===== src/rtl/cipher_pkg.sv =====
// Shared types and constants for the cipher session controller.
// FSM state encoding, seed substitution value and drain timeout.
package cipher_pkg;

    typedef enum logic [2:0] {
        ST_IDLE,
        ST_KEY,
        ST_LOAD,
        ST_ARM,
        ST_STREAM,
        ST_DRAIN,
        ST_DONE
    } state_t;

    localparam logic [7:0] SEED_ZERO_SUB = 8'h01;
    localparam int         DRAIN_TIMEOUT = 4;

    // A folded key of zero would give a degenerate keystream, so substitute a fixed seed.
    function automatic logic [7:0] fold_seed(input logic [7:0] acc);
        return (acc == 8'h00) ? SEED_ZERO_SUB : acc;
    endfunction

endpackage


===== src/rtl/cipher_msg_buf.sv =====
// Message buffer: DEPTH x 8 register file, one write port, one combinational read port.
// Latency: write visible on the read port the cycle after the write edge.
// Backpressure: none; the caller owns pointer management.
module cipher_msg_buf
    import cipher_pkg::*;
#(
    parameter int DEPTH = 16,
    parameter int AW    = $clog2(DEPTH)
) (
    input  logic          clk,
    input  logic          rst_n,
    input  logic          wr_en,
    input  logic [AW-1:0] wr_addr,
    input  logic [7:0]    wr_dat,
    input  logic [AW-1:0] rd_addr,
    output logic [7:0]    rd_dat
);

    logic [7:0] mem [DEPTH];

    always_ff @(posedge clk or negedge rst_n) begin
        if (!rst_n) begin
            for (int i = 0; i < DEPTH; i++) begin
                mem[i] <= 8'h00;
            end
        end else if (wr_en) begin
            mem[wr_addr] <= wr_dat;
        end
    end

    assign rd_dat = mem[rd_addr];

endmodule


===== src/rtl/cipher_session_ctrl.sv =====
// Cipher session sequencer: folds key to seed, buffers message, streams it through cipher_core.
// Latency: core_ch issued back-to-back from the cycle after core_start; out_byte one cycle after core_valid_out.
// Backpressure: key_ready/in_ready gate the host streams; output side has none. Optional CIPHER_CTRL_XSUM_EN.
module cipher_session_ctrl
    import cipher_pkg::*;
#(
    parameter int KEY_MAX_LEN = 32,
    parameter int MSG_DEPTH   = 16,
    parameter int LEN_W       = 5
) (
    input  logic             clk,
    input  logic             rst_n,
    input  logic             key_valid,
    input  logic [7:0]       key_byte,
    input  logic             key_last,
    output logic             key_ready,
    input  logic [LEN_W-1:0] msg_len,
    input  logic             go,
    input  logic             in_valid,
    input  logic [7:0]       in_byte,
    output logic             in_ready,
    output logic             out_valid,
    output logic [7:0]       out_byte,
    output logic             busy,
    output logic             done,
    output logic             err,
    output logic [7:0]       out_xsum,
    output logic             core_start,
    output logic [7:0]       core_seed,
    output logic [7:0]       core_ch,
    input  logic [7:0]       core_ch_out,
    input  logic             core_valid_out
);

    localparam int AW = $clog2(MSG_DEPTH);
    localparam int KW = $clog2(KEY_MAX_LEN + 2);
    localparam int TW = $clog2(DRAIN_TIMEOUT + 1);
    localparam logic [LEN_W-1:0] DEPTH_L = LEN_W'(MSG_DEPTH);
    localparam logic [KW-1:0]    KEY_LIM = KW'(KEY_MAX_LEN);
    localparam logic [TW-1:0]    TO_LAST = TW'(DRAIN_TIMEOUT - 1);

    state_t           state;
    logic [LEN_W-1:0] len;
    logic [LEN_W-1:0] fill;
    logic [LEN_W-1:0] rd;
    logic [LEN_W-1:0] out_cnt;
    logic [7:0]       acc;
    logic [KW-1:0]    key_cnt;
    logic [TW-1:0]    idle_cnt;

    logic             key_fire;
    logic             in_fire;
    logic             cap;
    logic [7:0]       acc_next;
    logic [LEN_W-1:0] out_cnt_next;
    logic [7:0]       rd_dat;

    assign key_ready    = (state == ST_KEY);
    assign in_ready     = (state == ST_LOAD) && (fill < len);
    assign busy         = (state != ST_IDLE);
    assign key_fire     = key_valid && key_ready;
    assign in_fire      = in_valid && in_ready;
    assign cap          = core_valid_out && ((state == ST_STREAM) || (state == ST_DRAIN));
    assign acc_next     = (key_byte != 8'h00) ? (acc ^ key_byte) : acc;
    assign out_cnt_next = out_cnt + LEN_W'(cap);

    cipher_msg_buf #(
        .DEPTH (MSG_DEPTH)
    ) u_buf (
        .clk     (clk),
        .rst_n   (rst_n),
        .wr_en   (in_fire),
        .wr_addr (fill[AW-1:0]),
        .wr_dat  (in_byte),
        .rd_addr (rd[AW-1:0]),
        .rd_dat  (rd_dat)
    );

    always_ff @(posedge clk or negedge rst_n) begin
        if (!rst_n) begin
            state      <= ST_IDLE;
            len        <= '0;
            fill       <= '0;
            rd         <= '0;
            out_cnt    <= '0;
            acc        <= 8'h00;
            key_cnt    <= '0;
            idle_cnt   <= '0;
            out_valid  <= 1'b0;
            out_byte   <= 8'h00;
            done       <= 1'b0;
            err        <= 1'b0;
            core_start <= 1'b0;
            core_seed  <= SEED_ZERO_SUB;
            core_ch    <= 8'h00;
        end else begin
            core_start <= 1'b0;
            done       <= 1'b0;
            out_valid  <= cap;
            if (cap) begin
                out_byte <= core_ch_out;
                out_cnt  <= out_cnt_next;
            end
            case (state)
                ST_IDLE: begin
                    if (go) begin
                        if (msg_len > DEPTH_L) begin
                            len <= DEPTH_L;
                            err <= 1'b1;
                        end else begin
                            len <= msg_len;
                            err <= 1'b0;
                        end
                        acc      <= 8'h00;
                        key_cnt  <= '0;
                        fill     <= '0;
                        rd       <= '0;
                        out_cnt  <= '0;
                        idle_cnt <= '0;
                        state    <= ST_KEY;
                    end
                end
                ST_KEY: begin
                    if (key_fire) begin
                        if (key_cnt == KEY_LIM) begin
                            err   <= 1'b1;
                            done  <= 1'b1;
                            state <= ST_DONE;
                        end else begin
                            key_cnt <= key_cnt + 1'b1;
                            acc     <= acc_next;
                            if (key_last) begin
                                core_seed <= fold_seed(acc_next);
                                if (len == '0) begin
                                    done  <= 1'b1;
                                    state <= ST_DONE;
                                end else begin
                                    state <= ST_LOAD;
                                end
                            end
                        end
                    end
                end
                ST_LOAD: begin
                    if (in_fire) begin
                        fill <= fill + 1'b1;
                        if (fill + 1'b1 == len) begin
                            core_start <= 1'b1;
                            state      <= ST_ARM;
                        end
                    end
                end
                ST_ARM: begin
                    // Preload the first byte so it meets the core on the first keystream step.
                    core_ch <= rd_dat;
                    rd      <= rd + 1'b1;
                    state   <= ST_STREAM;
                end
                ST_STREAM: begin
                    if (rd == len) begin
                        state <= ST_DRAIN;
                    end else begin
                        core_ch <= rd_dat;
                        rd      <= rd + 1'b1;
                    end
                end
                ST_DRAIN: begin
                    idle_cnt <= cap ? '0 : idle_cnt + 1'b1;
                    if (out_cnt_next == len) begin
                        done  <= 1'b1;
                        state <= ST_DONE;
                    end else if (!cap && (idle_cnt == TO_LAST)) begin
                        err   <= 1'b1;
                        done  <= 1'b1;
                        state <= ST_DONE;
                    end
                end
                ST_DONE: begin
                    fill  <= '0;
                    rd    <= '0;
                    state <= ST_IDLE;
                end
                default: state <= ST_IDLE;
            endcase
        end
    end

`ifdef CIPHER_CTRL_XSUM_EN
    logic [7:0] xsum;

    always_ff @(posedge clk or negedge rst_n) begin
        if (!rst_n) begin
            xsum <= 8'h00;
        end else if ((state == ST_IDLE) && go) begin
            xsum <= 8'h00;
        end else if (cap) begin
            xsum <= xsum ^ core_ch_out;
        end
    end

    assign out_xsum = xsum;
`else
    assign out_xsum = 8'h00;
`endif

endmodule


===== config.mk =====
export PLATFORM = sky130hd
export DESIGN_NAME = cipher_session_ctrl
export DESIGN_NICKNAME = d
export VERILOG_FILES = /design/src/rtl/cipher_pkg.sv /design/src/rtl/cipher_msg_buf.sv /design/src/rtl/cipher_session_ctrl.sv
export SDC_FILE = /design/constraint.sdc
export NUM_CORES = 1
export LEC_CHECK = 0
export CAP_MARGIN = 10
export CORE_ASPECT_RATIO = 0.5
export CORE_UTILIZATION = 33
export CTS_BUF_LIST = sky130_fd_sc_hd__clkbuf_16
export CTS_CLUSTER_DIAMETER = 120
export DETAILED_ROUTE_END_ITERATION = 16
export PLACE_DENSITY = 0.62
export SLEW_MARGIN = 20
export SYNTH_ARGS = -nofsm -noshare
export SYNTH_HDL_FRONTEND = slang
export SYNTH_SLANG_ARGS = --single-unit

===== constraint.sdc =====
create_clock -name clk -period 2.8 [get_ports clk]
set_input_delay 0.56 -clock clk [delete_from_list [all_inputs] [get_ports clk]]
set_output_delay 0.56 -clock clk [all_outputs]
set_load 0.05 [all_outputs]

# After elaboration in Yosys (flattened, before gate mapping)
# Index checks and enable logic that the tools add are counted.
# word_totals
output_inout_bits	39
mem_bits_rw	0
elab_cells	154
rom_bits	0
register_bits	196
latch_bits	0
n_memories	0
# op_classes
n_reduce_logical	28
eq_ne	23
bitwise_logic	4
multipliers	0
n_div	0
add_sub_neg	5
n_mux	58
shifts	0
magnitude_cmp	5
# op_table
op	count
$bwmux W128	1
$mux W8	9
$mux W3	12
$mux W5	7
$bmux W8 S4	1
$demux W8 S4	1
$pmux W8 S2	2
$pmux W5 S4	1
$mux W6	3
$pmux W3 S6	1
$eq A5 B5 Y1	3
$mux W1	15
$pmux W5 S3	1
$pmux W6 S2	1
$add A5 B1 Y5 const B	2
$ge A5 B5 Y1 const B	2
$ne A2 B1 Y1 const B	5
$ne A2 B2 Y1 const B	5
$not A4 Y5	2
$eq A3 B2 Y1 const B	3
$eq A3 B3 Y1 const B	3
$reduce_bool A3 Y1	3
$logic_not A8 Y1	1
$reduce_and A4 Y1	2
other kinds (27)	37

# Longest topological paths before layout
# depth
word_depth	8
mapped_depth	12
depth_no_buf	10

# By module
# A second synthesis with hierarchy kept.
# unflattened
hier_cells	754
area_unflattened_um2	9564.2
# by_module_without_submodules
module	cells_each	n_inst	area_per_inst_um2	seq_area_each_um2
cipher_msg_buf	365	1	5915.7	3203.1
cipher_session_ctrl	389	1	3648.5	1702.9

# Least setup slack after synthesis
# OpenSTA, ideal clock, no wires.
# synth_timing
path_type	input to register
start	input core_valid_out
end	register err
stages	12
path_buffers	2
slack_ps	-255
arrival_time_ps	2930
setup_ps	125
cell_sequence	nand2b_1 -> or2_2 -> clkbuf_1 -> inv_1 -> clkbuf_1 -> ha_1 -> ha_1 -> xnor2_1 -> xnor2_1 -> nor4_1 -> a211oi_1 -> mux2_2
# synth_between
elab_chain_cells	5
elab_cells_between_ends	8
classes_between	1 x add/sub; 3 x eq/ne; 4 x reduce/logical
# synth_rtl
item	line	rtl
start, declared	cipher_session_ctrl.sv:32	input logic core_valid_out
$logic_and A1 B1 Y1 (*)	cipher_session_ctrl.sv:63	assign cap = core_valid_out && ((state == ST_STREAM) || (state == ST_DRAIN));
via cap	cipher_session_ctrl.sv:53	logic cap;
$add A5 B1 Y5 or $logic_not A1 Y1 (tied branches)	cipher_session_ctrl.sv:65, cipher_session_ctrl.sv:172	
$eq A5 B5 Y1 or $logic_and A1 B1 Y1 (tied branches)	cipher_session_ctrl.sv:169, cipher_session_ctrl.sv:172	
$ne A2 B2 Y1 (no line) or $ne A2 B1 Y1 (tied branches)	--	
$reduce_and A6 Y1 (no line) (*)	--	
end signal, assigned	cipher_session_ctrl.sv:92	err <= 1'b0;
end signal, assigned	cipher_session_ctrl.sv:109	err <= 1'b1;
end signal, assigned	cipher_session_ctrl.sv:173	err <= 1'b1;
end, declared	cipher_session_ctrl.sv:26	output logic err,
# Mark *: on every way through the listed nets, which the timed path passes. The rest lies on a longest branch.
# A chain may end at the register's enable or synchronous reset.

# Worst setup path after layout
# layout_timing
start	register fill[1]
end	output in_ready
# layout_between
elab_chain_cells	2
# layout_rtl
item	line	rtl
start, declared	cipher_session_ctrl.sv:44	logic [LEN_W-1:0] fill;
start signal, assigned	cipher_session_ctrl.sv:146	fill <= fill + 1'b1;
$lt A5 B5 Y1	cipher_session_ctrl.sv:59	assign in_ready = (state == ST_LOAD) && (fill < len);
$logic_and A1 B1 Y1	cipher_session_ctrl.sv:59	
end, declared	cipher_session_ctrl.sv:21	output logic in_ready,
# Every way passes these cells.

==> results summary <==
The clock-pin slew of the registers on the worst-case setup and hold paths is 0.07 ns. The highest ir drop seen on vdd came out at 0.606 mV. The half-perimeter wire length after detailed placement is 15.1 mm. CTS built an H-tree with a depth of 4.

The core box area came out at 28100 sq um. The leakage power figure came out at 5.09 nW. The number of distinct library cell variants in the gate-level netlist after synthesis is 57. The number of cells on the worst reg-to-reg path came out at 11.

The cell total after placement is 1207. The worst register-to-register path ends at err. At the end of routability-driven placement, the weighted congestion stood at 0.897. The share of flip-flops with an asynchronous set or reset came out at 1.00. The path class of the tightest hold or removal check is input pin to async pin.

During synthesis, Yosys emitted a total of 0 warnings. Setup repair after global routing left no endpoint under its margin. The largest fanout on the critical path is 8. For the worst setup path, the data arrival time is 2.14 ns. The later pin in the worst-skew pair is clocked with a latency of 0.44 ns.

The biggest area consumer among synthesized cells is dfrtp_1. The minimum period implied by the final worst setup slack came out at 2.70 ns. The count of standard-cell rows came out at 43. In this run the mean area of a mapped cell was 12.8 sq um. The count of flip-flops with a built-in enable after synthesis came out at 0. Summing all flip-flop and latch instances after layout gives 4910 sq um. The number of top-level pins came out at 75. The peak clock frequency supported by timing is 0.370 GHz. The post-layout total power is 11.5 mW.

The number of global-route vias before repair was 6513. Walking the worst path, the cells encountered are ha_1, nor2b_1, o2111ai_1, buf_4, nand3_4, inv_2, buf_12. The share of Yosys cell area claimed by the top area cell type came out at 0.511.

The number of antenna violations at the first check in global routing is 0. The post-route fraction of the period consumed by the critical path came out at 0.966. The number of fill cells came out at 2613. The synthesis-to-finish area growth came out at 20.5%. The gate count of the mapped netlist came out at 748. The predominant post-synthesis flop cell is dfrtp_1. By area the synthesized netlist is led by dfrtp_1, mux2_2, mux4_2. The root buffer cell chosen for the clock tree is clkbuf_16.

For this run, design rule violations remaining after detail routing come to 0. The flow ran to the end, and the final reports show no timing, DRC or antenna violations. The width of the chip is 243 um. The iteration count of the initial detailed-routing pass came out at 7. The largest net degree at the start of global routing came out at 75. Using the TritonRoute via totals, the vias-per-cell ratio works out to 4.98.

For this block, the routed nets add up to 21.8 mm of wire. The worst register-to-register path has a setup slack of 0.34 ns. Among all cell types in the netlist, the one instantiated most often is dfrtp_1.

The startpoint identified for the worst register-to-register timing path is state[1]. Grouping stages by cell kind, the critical path spends the most delay in buffers and inverters. The number of endpoints with negative hold slack in the final report came out at 0. The maximum buffer depth of the clock tree came out at 2.

The nature of the critical path startpoint is a register. The number of CTS-inserted buffers came out at 17. The count of clock tree sinks is 196. The tool flagged a number of max-cap violations equal to 0. The power per cell area is 995 nW/um^2. The number of failing setup endpoints in the final timing report is 0. The number of max-slew violations in the final report came out at 0. The height of the die is 122 um. The global route total overflow is 0. Across every metal layer, demand over resource in global routing totals 0.157.

The count of nets left with antenna violations after detail routing came out at 0. The repair_antennas step left the layout with diodes totalling 0. The net count reported at finish came out at 896. The commonest cells after synthesis are dfrtp_1, mux2_2, nand2_1. The proportion of layout cells with a drive suffix above 1 came out at 0.326.

The worst max-slew margin expressed relative to the limit came out at 0.404. The critical path is of the register to output port type. Among all stages on the critical path, the largest delay is contributed by dfrtp_2. The final routed wire length divided by cell count is 17.6 um.

The proportion of synthesized chip area in sequential cells is 0.513. For the final database, setup skew stands at 0.0102 ns. The critical path data required time is 2.24 ns. STA classifies the critical path endpoint as an output port.

The final cell count without fillers is 1239. After the first detailed-routing iteration, the DRC count stood at 291. The total die area is 29700 sq um. In this design, the stage delay of the slowest critical-path cell is 0.45 ns.

The starting density of the core came out at 0.340. The multi-input combinational cells in the finished layout cover a total of 4420 sq um. The via count of the routed design came out at 6169.

The count of port buffers added during placement came out at 66. Counting both buffers and inverters, the worst setup path holds a total of 3. The synthesized netlist occupies a cell area of 9560 sq um. TritonCTS built the clock tree.

At the pin with the least slew margin, the transition time is 0.890 ns. Counting flops and latches in the post-synthesis netlist gives 196. The first global-routing pass estimated 36.1 mm of wire. The tightest hold margin came out at 0.0289 ns.
placed cells by master, fill, tap and decap left out, drive strengths merged, types with 18 or more instances in the layout:
master,count
o21ai,38
mux2,142
nor2,38
mux4,32
buf,49
inv,21
clkbuf,18
nand2,72
clkdlybuf4s50,63
xnor2,22
dfrtp,195
stage by stage:
step	instance area, sq um	utilization	worst slack, ns	setup TNS (ns)
3_5_place_dp	10900	0.390	-0.299	-0.814
2_1_floorplan	9600	-	0.0105	0
6_report	11500	0.410	0.0954	0
4_1_cts	11500	0.410	0.00404	0
5_1_grt	11500	0.410	0.000272	0
3_3_place_gp	10900	0.390	-0.276	-0.751
state kept, by name, summed over array words and instances (netlist names):
signal,count
core_ch,8
core_start,1
acc,8
rd,5
key_cnt,6
idle_cnt,3
len,5
u_buf.mem,128
err,1
core_seed,8
out_byte,8
state,3
out_valid,1
fill,5
out_cnt,5
done,1
per-layer routing:
layer | GRT usage | wire [um]
met4 | 0.0444 | 197
met1 | 0.214 | 10300
met5 | 0 | 0
met3 | 0.0370 | 924
met2 | 0.253 | 10400
report_power, final:
| part | total, mW | internal (mW) | switching, mW |
|---|---|---|---|
| Sequential | 4.50 | 3.92 | 0.581 |
| Combinational | 4.65 | 2.22 | 2.43 |
| Clock | 2.30 | 1.16 | 1.14 |
| Total | 11.5 | 7.30 | 4.15 |
worst max-delay path by stage:
stage | from | end | cells past startpoint
after floorplan | core_valid_out | err | 12
after global placement | core_valid_out | err | 12
after detailed placement | core_valid_out | err | 12
after CTS | fill[1] | in_ready | 7
after global routing | state[0] | busy | 4
final | fill[1] | in_ready | 7
what timing repair did:
| item | in CTS | in global routing |
|---|---|---|
| hold buffers | 0 | 0 |
| setup endpoints to repair | 0 | 3 |
| buffers inserted | 0 | 0 |
| resized for setup | 0 | 5 |
kinds of logic after synthesis:
family / count (synthesis) / synth area share
other: 1 / 0.000392
flip-flops: 196 / 0.513
AND/OR/NAND/NOR: 174 / 0.100
adder cells (fa/ha/maj): 16 / 0.0210
multiplexers: 174 / 0.243
buffers and inverters: 60 / 0.0275
AO/OA/AOI/OAI: 94 / 0.0647
XOR/XNOR: 33 / 0.0302
layout make-up:
cell class              count  area share
flip-flops and latches    196       0.426
multi-input cells         499       0.384
repair buffers            114      0.0944
well taps                 382      0.0415
clock buffers              17      0.0370
clock inverters            15      0.0113
inverters                  16     0.00522
Note: power is estimated with default switching activity, not from simulation.
